## src/rtl/pipe_rca_pkg.sv

```systemverilog
// Shared types and constants for the pipelined ripple-carry adder issue/collect stage.
// No logic; the adder width and latency here must track the adder instance.
package pipe_rca_pkg;

    localparam int RCA_WIDTH = 4;
    localparam int RCA_LAT   = 4;

    typedef struct packed {
        logic                 cout;
        logic [RCA_WIDTH-1:0] sum;
    } rca_result_t;

endpackage

```

## src/rtl/rca_result_fifo.sv

```systemverilog
// First-word-fall-through result FIFO; head is visible combinationally, write lands next edge.
// Reads are ignored when empty; writes assume the caller's credit scheme keeps it from overflowing.
module rca_result_fifo
    import pipe_rca_pkg::*;
#(
    parameter int  DEPTH = 4,
    parameter type T     = rca_result_t,
    localparam int PW    = (DEPTH > 1) ? $clog2(DEPTH) : 1,
    localparam int CW    = $clog2(DEPTH + 1)
) (
    input  logic          clk,
    input  logic          rst,
    input  logic          wr_en,
    input  T              wr_data,
    input  logic          rd_en,
    output T              rd_data,
    output logic [CW-1:0] count
);

    T              mem_q [DEPTH];
    logic [PW-1:0] wr_ptr_q, wr_ptr_d;
    logic [PW-1:0] rd_ptr_q, rd_ptr_d;
    logic [CW-1:0] count_q, count_d;
    logic          do_rd;

    function automatic logic [PW-1:0] bump(input logic [PW-1:0] p);
        return (p == PW'(DEPTH - 1)) ? '0 : p + PW'(1);
    endfunction

    // A full FIFO may still be written when the head is popped in the same cycle.
    assign do_rd = rd_en && (count_q != '0);

    always_comb begin
        wr_ptr_d = wr_en ? bump(wr_ptr_q) : wr_ptr_q;
        rd_ptr_d = do_rd ? bump(rd_ptr_q) : rd_ptr_q;
        count_d  = count_q;
        if (wr_en && !do_rd) begin
            count_d = count_q + CW'(1);
        end else if (!wr_en && do_rd) begin
            count_d = count_q - CW'(1);
        end
    end

    always_ff @(posedge clk) begin
        if (rst) begin
            wr_ptr_q <= '0;
            rd_ptr_q <= '0;
            count_q  <= '0;
            for (int i = 0; i < DEPTH; i++) begin
                mem_q[i] <= '0;
            end
        end else begin
            wr_ptr_q <= wr_ptr_d;
            rd_ptr_q <= rd_ptr_d;
            count_q  <= count_d;
            if (wr_en) begin
                mem_q[wr_ptr_q] <= wr_data;
            end
        end
    end

    assign rd_data = mem_q[rd_ptr_q];
    assign count   = count_q;

endmodule

```

## src/rtl/pipe_rca_issue.sv

```systemverilog
// Issue/collect around the external LAT-cycle adder: accept -> result visible LAT+1 cycles later.
// in_ready is a credit check on in-flight plus queued results, so adder outputs are never dropped.
module pipe_rca_issue
    import pipe_rca_pkg::*;
#(
    parameter int WIDTH = RCA_WIDTH,
    parameter int LAT   = RCA_LAT,
    parameter int DEPTH = 4
) (
    input  logic             clk,
    input  logic             rst,
    input  logic             in_valid,
    output logic             in_ready,
    input  logic [WIDTH-1:0] in_a,
    input  logic [WIDTH-1:0] in_b,
    input  logic             in_cin,
    output logic [WIDTH-1:0] add_a,
    output logic [WIDTH-1:0] add_b,
    output logic             add_cin,
    input  logic [WIDTH-1:0] add_sum,
    input  logic             add_cout,
    output logic             out_valid,
    input  logic             out_ready,
    output logic [WIDTH-1:0] out_sum,
    output logic             out_cout,
    output logic [7:0]       cout_cnt
);

    localparam int CW = $clog2(DEPTH + 1);

    logic          accept;
    logic          pop;
    logic [LAT-1:0] vpipe_q, vpipe_d;
    logic [CW-1:0]  occ_q, occ_d;
    logic [7:0]     cout_cnt_q, cout_cnt_d;
    logic [CW-1:0]  fifo_count;
    rca_result_t    wr_data;
    rca_result_t    rd_data;

    assign in_ready  = occ_q < CW'(DEPTH);
    assign accept    = in_valid && in_ready;
    assign out_valid = fifo_count != '0;
    assign pop       = out_valid && out_ready;

    // Zero the adder inputs when idle so the adder never sees stale operands.
    assign add_a   = accept ? in_a   : '0;
    assign add_b   = accept ? in_b   : '0;
    assign add_cin = accept ? in_cin : 1'b0;

    always_comb begin
        vpipe_d[0] = accept;
        for (int i = 1; i < LAT; i++) begin
            vpipe_d[i] = vpipe_q[i-1];
        end

        occ_d = occ_q;
        if (accept && !pop) begin
            occ_d = occ_q + CW'(1);
        end else if (!accept && pop) begin
            occ_d = occ_q - CW'(1);
        end

        cout_cnt_d = cout_cnt_q;
        if (pop && out_cout && (cout_cnt_q != 8'hFF)) begin
            cout_cnt_d = cout_cnt_q + 8'd1;
        end
    end

    always_ff @(posedge clk) begin
        if (rst) begin
            vpipe_q    <= '0;
            occ_q      <= '0;
            cout_cnt_q <= '0;
        end else begin
            vpipe_q    <= vpipe_d;
            occ_q      <= occ_d;
            cout_cnt_q <= cout_cnt_d;
        end
    end

    assign wr_data.cout = add_cout;
    assign wr_data.sum  = add_sum;

    rca_result_fifo #(
        .DEPTH (DEPTH),
        .T     (rca_result_t)
    ) u_fifo (
        .clk     (clk),
        .rst     (rst),
        .wr_en   (vpipe_q[LAT-1]),
        .wr_data (wr_data),
        .rd_en   (pop),
        .rd_data (rd_data),
        .count   (fifo_count)
    );

    assign out_sum  = rd_data.sum;
    assign out_cout = rd_data.cout;
    assign cout_cnt = cout_cnt_q;

endmodule
```

## config.mk

```make
export PLATFORM = sky130hd
export DESIGN_NAME = pipe_rca_issue
export DESIGN_NICKNAME = d
export VERILOG_FILES = /design/src/rtl/pipe_rca_pkg.sv /design/src/rtl/rca_result_fifo.sv /design/src/rtl/pipe_rca_issue.sv
export SDC_FILE = /design/constraint.sdc
export NUM_CORES = 1
export LEC_CHECK = 0
export ABC_AREA = 1
export CAP_MARGIN = 15
export CORE_MARGIN = 5
export CORE_UTILIZATION = 51
export CTS_CLUSTER_DIAMETER = 200
export CTS_CLUSTER_SIZE = 14
export DETAILED_ROUTE_END_ITERATION = 8
export GPL_TIMING_DRIVEN = 0
export PLACE_DENSITY = 0.9
export SYNTH_ARGS = -nofsm -noshare
export SYNTH_HDL_FRONTEND = slang
export SYNTH_SLANG_ARGS = --single-unit
```

## constraint.sdc

```tcl
create_clock -name clk -period 2.22 [get_ports clk]
set_input_delay 0.333 -clock clk [delete_from_list [all_inputs] [get_ports clk]]
set_output_delay 0.333 -clock clk [all_outputs]
set_load 0.05 [all_outputs]
```

# Word-level counts from Yosys, hierarchy flattened
# Memory sizes are Yosys's and may differ from the RTL's. A register that Yosys moved wholly into a read port is not among the register bits.
# Index checks and enable logic that the tools add are counted.
# op_classes
add_sub_neg	7
magnitude_cmp	1
n_eq_ne	3
n_mux	19
n_reduce_logical	17
# op_table
op	n
$mux W3	4
$mux W2	5
$logic_and A1 B1 Y1	9
$add A8 B1 Y8 const B	1
$mux W4	2
$ne A8 B8 Y1 const B	1
$mux W1	7
$add A3 B1 Y3 const B	2
$sub A3 B1 Y3 const B	2
$mux W5	1
$reduce_or A5 Y1	1
$add A2 B1 Y2 const B	2
$eq A2 B2 Y1 const B	2
$logic_not A1 Y1	4
$reduce_bool A2 Y1	2
$lt A3 B3 Y1 const B	1
$reduce_bool A3 Y1	1
# word_totals
ff_bits	22
ram_bits	20
inputBits	18
output_inout_bits	24
word_cells	54
n_memories	1
# memory_table
name	depth	width	read_ports	rd_clocked_by_memory_dff	wr	line	source
u_fifo.mem_q	4	5	1	1	4	rca_result_fifo.sv:20	T mem_q [DEPTH];

# Depth between registers and ports, before layout
# depth
word_depth	6
mapped_depth	11
depth_no_buf	10

# Hierarchy
# A second synthesis with hierarchy kept.
# unflattened
hier_cells	269
area_unflattened_um2	2162.1
# modules_own_cells
module	n_inst	cells_per_inst	area_each_um2	seq_area_each_um2
rca_result_fifo	1	135	1318.8	780.7
pipe_rca_issue	1	134	843.3	300.3

# Least setup slack after synthesis
# OpenSTA, ideal clock, no wires.
# synth_path
kind	register to register
startpoint	register occ_q[2]
endpoint	register occ_q[2]
setup_ns	0.142
t_arrival_ns	1.975
required_ns	2.078
path_slack_ns	0.104
stages_incl_launch_ff	12
n_path_buf	1
period_less_slack_ns	2.116
cell_sequence	dfxtp_1 -> inv_1 -> nand2_1 -> clkbuf_1 -> inv_1 -> ha_1 -> inv_1 -> fa_1 -> a21oi_1 -> o21ai_0 -> o21ai_0 -> a21oi_1
# synth_via
elab_chain_len	5
elab_cells_between_ends	10
classes_between	2 x add/sub; 1 x order compare; 2 x mux; 5 x reduce/logical
# synth_rtl
item	line	source
from (decl)	pipe_rca_issue.sv:34	logic [CW-1:0] occ_q, occ_d;
from (signal assigned)	pipe_rca_issue.sv:72	occ_q <= '0;
from (signal assigned)	pipe_rca_issue.sv:76	occ_q <= occ_d;
$lt A3 B3 Y1 (*)	pipe_rca_issue.sv:40	assign in_ready = occ_q < CW'(DEPTH);
named net in_ready	pipe_rca_issue.sv:13	output logic in_ready,
$logic_and A1 B1 Y1 (*)	pipe_rca_issue.sv:41	assign accept = in_valid && in_ready;
named net accept	pipe_rca_issue.sv:31	logic accept;
$logic_not A1 Y1	pipe_rca_issue.sv:59	end else if (!accept && pop) begin
$logic_and A1 B1 Y1	pipe_rca_issue.sv:59	
$reduce_bool A2 Y1 (no source line)	-	
# The timed path passes the listed nets; every way through them passes the cells marked *. The select of a mux whose other input is x is not followed.
# A chain may end at the register's enable or synchronous reset.

# Worst setup path in the final report
# layout_path
startpoint	input in_valid
endpoint	output add_a[0]
# layout_via
elab_chain_len	2
# layout_rtl
item	line	source
from (decl)	pipe_rca_issue.sv:12	input logic in_valid,
$logic_and A1 B1 Y1	pipe_rca_issue.sv:41	
$mux W4	pipe_rca_issue.sv:46	assign add_a = accept ? in_a : '0;
to (decl)	pipe_rca_issue.sv:17	output logic [WIDTH-1:0] add_a,
# No other way between the ends.

==> metrics.md <==
| Metric | Value |
|---|---|
| Fillers | about 340 |
| Initial antenna violation count | 0 |
| Die W | 75.75 um |
| Layout area overhead | 25.20% |
| Critical path class | in -> out |
| Reg area | ~1100 um^2 |
| # diodes | 0 |
| Synth unique cells | 26 |
| Grt total ovfl | 0 |
| Wire per inst | 12.46 um |
| Hold slack | 0.4077 ns |
| Status | complete, no violations |
| Post-Layout Cell Count | 370 |
| Crit-path max FO | 10 |
| IO Port Bufs | 41 |
| Netlist Area Pre-Place | 2205 um^2 |
| Syn Inst Count | 269 |
| Final Max Tran Viols | 0 |
| CTS resizes | 14 |
| Rows | 24 |
| CTS Root Cell | clkbuf_8 |
| Vias in the first global route | between 1500 and 2000 |
| Worst min-delay path category | reg -> reg |
| P per Cell Area | 1113 nW/um^2 |
| Tot GR Track Use | between 15 and 20% |
| Worst EP required | 1.89 ns |
| Drt first pass iters | 4 |
| Post-route DRC violation count | 0 |
| RePlAce Congestion | 0.8243 |
| VDD IR max | 0.7715 mV |
| Cell taking the most area after synthesis | edfxtp_1 |
| Period utilization | ~93% |
| First-pass GRT wire length | between 7000 and 8000 um |
| CP peak stage delay | 0.54 ns |
| CP arrival | 1.73 ns |
| Area of the multi-input gates | 890.9 um^2 |
| Nets | approximately 340 |
| RSZ-0062 raised after global routing | no |
| CP max-delay cell | dlygate4sd2_1 |
| Worst slew pin tran | 1.037 ns |
| CP Launch Type | primary input |
| Clock transition at the registers of the reported paths | 0.08 ns |
| Via count | 1881 |
| Max-cap violation count | 0 |
| Die Ht | between 70 and 80 um |
| Placed insts | 362 |
| Depth of the CTS H-tree | 2 |
| Worst Path Buf+Inv | 3 |
| Hold violation count in the final report | 0 |
| CTS max path bufs | 2 |
| Post-CTS setup buffer count | 0 |
| Die area | 5737 um^2 |
| Leak | 1.274 nW |
| Largest net degree at the start of global routing | 15 |
| Cell family with most CP delay | buffers and inverters |
| Mean post-synth cell area | approximately 8.2 um^2 |
| Cts hold-fix bufs | 0 |
| Register area share after synthesis | 49.04% |
| Detailed-route vias per instance | around 5 |
| DR iter-0 viols | 149 |
| # setup viols final | 0 |
| CP endpoint kind | output pin |
| Synth top area share | 27.24% |
| Layout Skew | between 0.008 and 0.009 ns |
| Slew HR | 30.26% |
| Antenna-violating nets left | 0 |
| Seq cells post-synth | 44 |
| Starting Density | about half |
| Cts bufs inserted | 5 |
| DPL Wire Length | about 3300 um |
| Final setup TNS | 0 ns |
| Core Area | approximately 4300 um^2 |
| Fmax | 483.8 MHz |
| Clk sinks | 44 |
| CTS tree | yes |
| I/O pin count | 42 |
| Clock period minus worst slack | 2.067 ns |
| Clk_lat worst skew | roughly 0.31 ns |
| Dominant cells by area after synthesis | edfxtp_1 (27%), dfxtp_1 (22%), nor2_1 (11%), inv_1 (7.3%), nand2_1 (5.8%) |
| Yosys warns | 0 |
| Final WL | 4609 um |
| Mapped Nets | about 290 |
| Cells along the critical path | clkdlybuf4s50_1 > nand2_1 > clkbuf_1 > nor2_1 > dlygate4sd2_1 |
| Share of layout cells above drive strength 1 | 10.69% |
| Overall power | 0.003073 W |
-- stage by stage --
step	cell area (um^2)	setup slack, ns	util, %
floorplan	2205	0.1037	-
detailed placement	2680	-0.1551	62.85
global route	2760	0.02749	64.73
CTS	2760	0.1125	64.73
finish	2760	0.1532	64.73
global placement	2680	-0.1105	62.85
-- where the power goes --
part / internal, W / switching [W] / leakage [nW]
clock network: 0.000252 / 0.000283 / 0.0434
logic: 0.000461 / 0.00101 / 0.828
registers: 0.000963 / 0.000106 / 0.402
-- state kept, by name, indices dropped and copies added (netlist names), named ones only --
signal / flops
occ_q: 3
vpipe_q: 4
u_fifo.wr_ptr_q: 2
cout_cnt: 8
u_fifo.rd_ptr_q: 2
u_fifo.mem_q: 20
u_fifo.count: 3
-- synthesized netlist by cell type, drive strengths merged --
cell type and count:
nor2 69, inv 49, nand2 42, dfxtp 24, edfxtp 20, o21ai 18
nand3 15, a21oi 10, ha 5, o22ai 5, buf 4, fa 2
xor2 2, clkbuf 1, clkinv 1, o211a 1, o31ai 1
-- cells in the final DEF (no fill, tap or decap), types with 3 or more instances in the layout --
master and count:
clkbuf_8 6, o21ai_0 16, clkdlybuf4s50_1 27, inv_2 6
buf_6 3, o22ai_1 5, a21oi_1 10, dfxtp_1 24
nand2_2 4, nand2_1 34, nor2_1 64, edfxtp_1 20
dlygate4sd2_1 14, nor2_2 4, nand2_4 3, nand3_2 3
nand3_1 12, inv_1 43, ha_1 5
-- final cells by class --
class                      count  share of cell area [%]
clock buffer                   6                   2.992
multi-input combinational    170                   32.28
inverter                      50                   6.800
buffer                         5                   1.632
timing repair buffer          41                   14.23
tap                           52                   2.357
clock inverter                 2                  0.5440
sequential                    44                   39.17
-- metal layers --
| metal | vias up | wire length [um] | global-route usage, % |
|---|---|---|---|
| met5 | - | 0 | 0 |
| met4 | 0 | 172 | 10.10 |
| met1 | 857 | 1774 | 17.64 |
| met3 | 17 | 301 | 5.805 |
| met2 | 69 | 2362 | 31.56 |
| li1 | 938 | - | - |
-- cells by family after synthesis --
kind of cell / Yosys count / share of synthesized area [%]
simple gates: 126 / 26.39
buf+inv: 55 / 10.56
flops: 44 / 49.04
compound gates: 35 / 8.570
fa+ha+maj: 7 / 4.654
xor+xnor: 2 / 0.7947
-- tightest hold or removal path, cell delays in order (launching register included) --
cell     delay [ns]
dfxtp_1        0.30
inv_1          0.04
nor2_1         0.03
-- final timing paths --
check             slack [ns]  cells after the start       startpoint         endpoint
setup reg to reg        0.26                     10  u_fifo.count[0]  u_fifo.count[2]
setup / recovery        0.15                      5         in_valid         add_a[0]
hold reg to reg         0.41                      2       vpipe_q[2]       vpipe_q[3]
hold / removal          0.41                      2       vpipe_q[2]       vpipe_q[3]
Note: power is estimated with default switching activity, not from simulation.
